### src/rtl/match_monitor_pkg.sv
// Shared types and default widths for the match monitor.
// The widths are defaults only; every module re-exposes them as parameters.
package match_monitor_pkg;
    localparam int CNT_W  = 8;
    localparam int RUN_W  = 4;
    localparam int HIST_W = 8;

    typedef enum logic {
        IDLE  = 1'b0,
        MATCH = 1'b1
    } state_t;
endpackage

### src/rtl/match_monitor_if.sv
// Detector input and statistics outputs of the match monitor.
// The producer of z/clear uses master; the monitor itself uses slave.
interface match_monitor_if #(
    parameter int CNT_W  = match_monitor_pkg::CNT_W,
    parameter int RUN_W  = match_monitor_pkg::RUN_W,
    parameter int HIST_W = match_monitor_pkg::HIST_W
) ();
    logic              z;
    logic              clear;
    logic [CNT_W-1:0]  count;
    logic [RUN_W-1:0]  run_len;
    logic [RUN_W-1:0]  max_run;
    logic [HIST_W-1:0] history;
    logic              active;

    modport master (output z, clear, input count, run_len, max_run, history, active);
    modport slave  (input z, clear, output count, run_len, max_run, history, active);
endinterface

### src/rtl/dff.sv
// Generic resettable register cell with a configurable reset value.
module dff #(
    parameter int           W       = 1,
    parameter logic [W-1:0] RST_VAL = '0
) (
    input  logic         clk,
    input  logic         reset,
    input  logic [W-1:0] d,
    output logic [W-1:0] q
);
    always_ff @(posedge clk) begin
        if (reset) q <= RST_VAL;
        else       q <= d;
    end
endmodule

### src/rtl/match_monitor_sat_counter.sv
// Saturating up-counter. Priority: clr, then load1 (load the value 1), then inc.
// Holds at all-ones once reached.
module sat_counter #(
    parameter int W = 8
) (
    input  logic         clk,
    input  logic         reset,
    input  logic         clr,
    input  logic         load1,
    input  logic         inc,
    output logic [W-1:0] o_q
);
    logic [W-1:0] r_q;
    logic [W-1:0] w_nxt;

    always_comb begin
        w_nxt = r_q;
        if (clr)                     w_nxt = '0;
        else if (load1)              w_nxt = W'(1);
        else if (inc && r_q != '1)   w_nxt = r_q + W'(1);
    end

    always_ff @(posedge clk) begin
        if (reset) r_q <= '0;
        else       r_q <= w_nxt;
    end

    assign o_q = r_q;
endmodule

### src/rtl/match_monitor.sv
// Statistics monitor for a sequence-detector output z: counts matches, tracks
// run lengths and the longest run, and keeps a short sample history.
module match_monitor #(
    parameter int CNT_W  = match_monitor_pkg::CNT_W,
    parameter int RUN_W  = match_monitor_pkg::RUN_W,
    parameter int HIST_W = match_monitor_pkg::HIST_W
) (
    input  logic           clk,
    input  logic           reset,
    match_monitor_if.slave bus
);
    import match_monitor_pkg::state_t;
    import match_monitor_pkg::IDLE;
    import match_monitor_pkg::MATCH;

    state_t            r_state;
    state_t            w_state_nxt;
    logic [0:0]        w_state_bits;
    logic              w_rise;
    logic              w_run_inc;
    logic [CNT_W-1:0]  w_count;
    logic [RUN_W-1:0]  w_run;
    logic [RUN_W-1:0]  r_max_run;
    logic [HIST_W-1:0] r_history;

    dff #(.W(1), .RST_VAL(IDLE)) u_state (
        .clk   (clk),
        .reset (reset),
        .d     (w_state_nxt),
        .q     (w_state_bits)
    );
    assign r_state = state_t'(w_state_bits);

    // The state ignores clear so a match held across a clear is not recounted.
    always_comb begin
        w_state_nxt = IDLE;
        w_rise      = 1'b0;
        w_run_inc   = 1'b0;
        case (r_state)
            IDLE: begin
                w_rise      = bus.z;
                w_state_nxt = bus.z ? MATCH : IDLE;
            end
            MATCH: begin
                w_run_inc   = bus.z;
                w_state_nxt = bus.z ? MATCH : IDLE;
            end
            default: w_state_nxt = IDLE;
        endcase
    end

    sat_counter #(.W(CNT_W)) u_count (
        .clk   (clk),
        .reset (reset),
        .clr   (bus.clear),
        .load1 (1'b0),
        .inc   (w_rise),
        .o_q   (w_count)
    );

    sat_counter #(.W(RUN_W)) u_run (
        .clk   (clk),
        .reset (reset),
        .clr   (bus.clear | ~bus.z),
        .load1 (w_rise),
        .inc   (w_run_inc),
        .o_q   (w_run)
    );

    // max_run never drops below run_len, so run_len can only overtake it by
    // starting a run from max_run==0 or by stepping past an equal max_run.
    always_ff @(posedge clk) begin
        if (reset || bus.clear)
            r_max_run <= '0;
        else if (w_rise && r_max_run == '0)
            r_max_run <= RUN_W'(1);
        else if (w_run_inc && w_run == r_max_run && w_run != '1)
            r_max_run <= w_run + RUN_W'(1);
    end

    always_ff @(posedge clk) begin
        if (reset) r_history <= '0;
        else       r_history <= {r_history[HIST_W-2:0], bus.z};
    end

    assign bus.count   = w_count;
    assign bus.run_len = w_run;
    assign bus.max_run = r_max_run;
    assign bus.history = r_history;
    assign bus.active  = (r_state == MATCH);
endmodule

### src/flat_wrapper.sv
// flat-port wrapper written by rule: the top's interface ports become plain ports
module match_monitor_flat import match_monitor_pkg::state_t; import match_monitor_pkg::IDLE; import match_monitor_pkg::MATCH;
#(
    parameter int CNT_W  = match_monitor_pkg::CNT_W,
    parameter int RUN_W  = match_monitor_pkg::RUN_W,
    parameter int HIST_W = match_monitor_pkg::HIST_W
)
  (clk, reset, bus_z, bus_clear, bus_count, bus_run_len, bus_max_run, bus_history, bus_active);
  match_monitor_if #(.CNT_W(CNT_W), .RUN_W(RUN_W), .HIST_W(HIST_W)) bus_i ();
  input  logic clk;
  input  logic reset;
  input wire logic [$bits(bus_i.z)-1:0] bus_z;
  input wire logic [$bits(bus_i.clear)-1:0] bus_clear;
  output wire logic [$bits(bus_i.count)-1:0] bus_count;
  output wire logic [$bits(bus_i.run_len)-1:0] bus_run_len;
  output wire logic [$bits(bus_i.max_run)-1:0] bus_max_run;
  output wire logic [$bits(bus_i.history)-1:0] bus_history;
  output wire logic [$bits(bus_i.active)-1:0] bus_active;
  assign bus_i.z = bus_z;
  assign bus_i.clear = bus_clear;
  assign bus_count = bus_i.count;
  assign bus_run_len = bus_i.run_len;
  assign bus_max_run = bus_i.max_run;
  assign bus_history = bus_i.history;
  assign bus_active = bus_i.active;
  match_monitor #(.CNT_W(CNT_W), .RUN_W(RUN_W), .HIST_W(HIST_W)) u_core (.clk(clk), .reset(reset), .bus(bus_i));
endmodule
### config.mk
export PLATFORM = sky130hd
export DESIGN_NAME = match_monitor_flat
export DESIGN_NICKNAME = d
export VERILOG_FILES = /design/src/rtl/match_monitor_pkg.sv /design/src/rtl/match_monitor_if.sv /design/src/rtl/dff.sv /design/src/rtl/match_monitor_sat_counter.sv /design/src/rtl/match_monitor.sv /design/src/flat_wrapper.sv
export SDC_FILE = /design/constraint.sdc
export NUM_CORES = 1
export LEC_CHECK = 0
export CAP_MARGIN = 30
export CORE_ASPECT_RATIO = 1.5
export CORE_UTILIZATION = 48
export DETAILED_ROUTE_END_ITERATION = 16
export MAX_ROUTING_LAYER = met4
export PLACE_DENSITY = 0.8
export SYNTH_ARGS = -nofsm -noshare
export SYNTH_HDL_FRONTEND = slang
export SYNTH_HIERARCHICAL = 1
export SYNTH_SLANG_ARGS = --single-unit
### constraint.sdc
create_clock -name clk -period 2.2 [get_ports clk]
set_input_delay 0.55 -clock clk [delete_from_list [all_inputs] [get_ports clk]]
set_output_delay 0.55 -clock clk [all_outputs]
set_load 0.01 [all_outputs]
==> out/results.ini <==
[status]
outcome = finished clean

[sta]
fin_crit_ns = 2.00
min_period_over_period = 0.908
finalSetupTns_ns = 0
fmax_ghz = 0.501
hold_viol = 0
rsz0062_at_grt = false
clock_skew_ns = 0.000938
slew_violations = 0
finalSetupViolCount = 0

[finish]
fill_cells = 194
syn_to_final_growth_pct = 32.1
final_area_um2 = 1560
nNetsFinal = 176
drive_above_1_share = 0.0952
diodes = 0

[floorplan]
coreArea_um2 = 2290
ioPinCount = 29
die_area_um2 = 2660
start_util = 0.516
fp-row-count = 21
die_w_um = 42.5
die_h_um = 62.7

[hold_path]
worstHoldStart = u_core/bus.history[4]
hp-class = reg2reg
min_path_cells = 1
hold_end = u_core/bus.history[5]

[worst_setup_path]
crit_path_end_kind = primary output
worstReg2RegEnd = u_core/u_count/o_q[6]
r2r_setup_slack_ns = 0.67
start_kind = flip-flop
r2r_cells = 4
cp_max_fo = 9
critPathArrivalTime_ns = 1.45
cp_slowest_stage_delay_ns = 0.60
reg2reg_from = u_core/u_count/o_q[0]
crit_buf_inv = 1
path_cells = clkdlybuf4s50_1
slowest_stage = clkdlybuf4s50_1
critPathKind = reg2out
cp_data_required_time_ns = 1.65
critical_path.top_delay_family = buffers and inverters

[routing]
wirelength_mm = 2.63
ant_nets = 0
vias = 1083
via_per_inst = 5.67
drc = 0
drtPass1Iterations = 4
wl_per_cell_um = 13.8
drtIter0Drc = 14

[run]
maxCapViolCount = 0

[synth]
yosys-top-cells-area = dfxtp_1, nor2b_1, nor3_1
synth.ff_latch_count = 25
syn_area_per_cell_um2 = 9.15
synth_warnings = 6
async_flop_share = 0
synthTopCellsByCount = dfxtp_1, nand2_1, nor3_1
synthCells = 129
synthFlopType = dfxtp_1
synth.top_cell.area_share = 0.424
synth_cell_types = 43
synth.most_common_cell = dfxtp_1
synth-seq-area-share = 0.424
yosysTopAreaCell = dfxtp_1
synth_area_um2 = 1180
synth_edf_count = 0

[clock_network]
clock_sinks = 25
clockBufferDepth = 2
hold_buffers = 0
cts_tree = yes
cts_setup_buffers = 0
cts_resized = 0
clk_latency_ns = 0.33
cts_buffers = 3
clockRootBuffer = clkbuf_4
h-tree-depth = 1
clkTransAtPathRegs_ns = 0.13

[placed_design]
place.gp.congestion = 0.899
dpl.hpwl_mm = 2.00
portBuffers = 28
post_dp_cell_area_um2 = 1530

[global_route]
grt_pass1_vias = 1026
gr-total-overflow = 0
track_usage = 0.219
grt_max_degree = 16
grt_first_pass_wirelength_mm = 4.46
antenna_found_initial = 0

[power_and_ir_drop]
peakVddDrop_mv = 0.461
p_leak_nw = 0.571
p_per_area_nw_per_um2 = 484

[power breakdown]
part	internal, W	switching (W)
combinational	0.0000397	0.0000370
clock	0.0000697	0.000141
sequential	0.000460	0.00000769
[layer usage]
| layer | global-route usage | routed length [µm] |
|---|---|---|
| met3 | 0.0173 | 79 |
| met4 | 0.105 | 58 |
| met2 | 0.396 | 1400 |
| met1 | 0.233 | 1090 |
| met5 | - | 0 |
[state kept, by name (all words and copies together) (netlist names)]
signal	count
u_core/bus.max_run	4
u_core/u_count/o_q	8
u_core/bus.history	8
u_core/u_state/q	1
u_core/u_run/o_q	4
[per-stage QoR]
step	instances	utilization	total power [W]	hold WS, ns	worst slack, ns
after floorplan	133	-	0.000514	0.488	0.485
after global placement	187	0.669	0.000552	0.445	0.0921
after detailed placement	187	0.669	0.000554	0.459	0.0279
final	191	0.682	0.000755	0.475	0.203
after CTS	191	0.682	0.000767	0.478	0.176
after global routing	191	0.682	0.000790	0.496	0.143
[cell families after synthesis]
logic type      count (synthesis)  share of synthesized area
flops                          25                      0.424
simple gates                   61                      0.304
compound gates                 30                      0.175
buf+inv                         2                    0.00742
xor+xnor                        5                     0.0371
fa+ha+maj                       3                     0.0318
other cells                     1                    0.00318
mux                             2                     0.0170
[how the worst max path moves through the flow]
stage | from | to | slack [ns] | cells past startpoint
final | u_core/u_run/o_q[2] | bus_run_len[2] | 0.20 | 1
after global routing | u_core/u_run/o_q[0] | bus_run_len[0] | 0.14 | 1
after CTS | u_core/u_run/o_q[3] | bus_run_len[3] | 0.18 | 1
after detailed placement | bus_z | u_core/u_count/o_q[6] | 0.03 | 5
after floorplan | bus_z | u_core/u_count/o_q[6] | 0.48 | 4
after global placement | bus_z | u_core/u_count/o_q[6] | 0.09 | 5
[cell type report]
| cell class | instances | area, µm² | area share |
|---|---|---|---|
| Clock inverter | 1 | 7.51 | 0.00482 |
| Multi-Input combinational cell | 106 | 686 | 0.440 |
| Timing Repair Buffer | 32 | 310 | 0.199 |
| Clock buffer | 3 | 22.5 | 0.0144 |
| Sequential cell | 25 | 500 | 0.321 |
| Inverter | 1 | 3.75 | 0.00241 |
| Tap cell | 23 | 28.8 | 0.0185 |
[layout by cell type (no fill, tap or decap), types with 5 or more instances in the layout]
master           count
clkdlybuf4s50_1     28
nor3_1              11
dfxtp_1             25
nand2_1             12
nand3_1              6
nor2b_1              9
conb_1               5
a21oi_1             10
(Power assumes the default switching activity.)
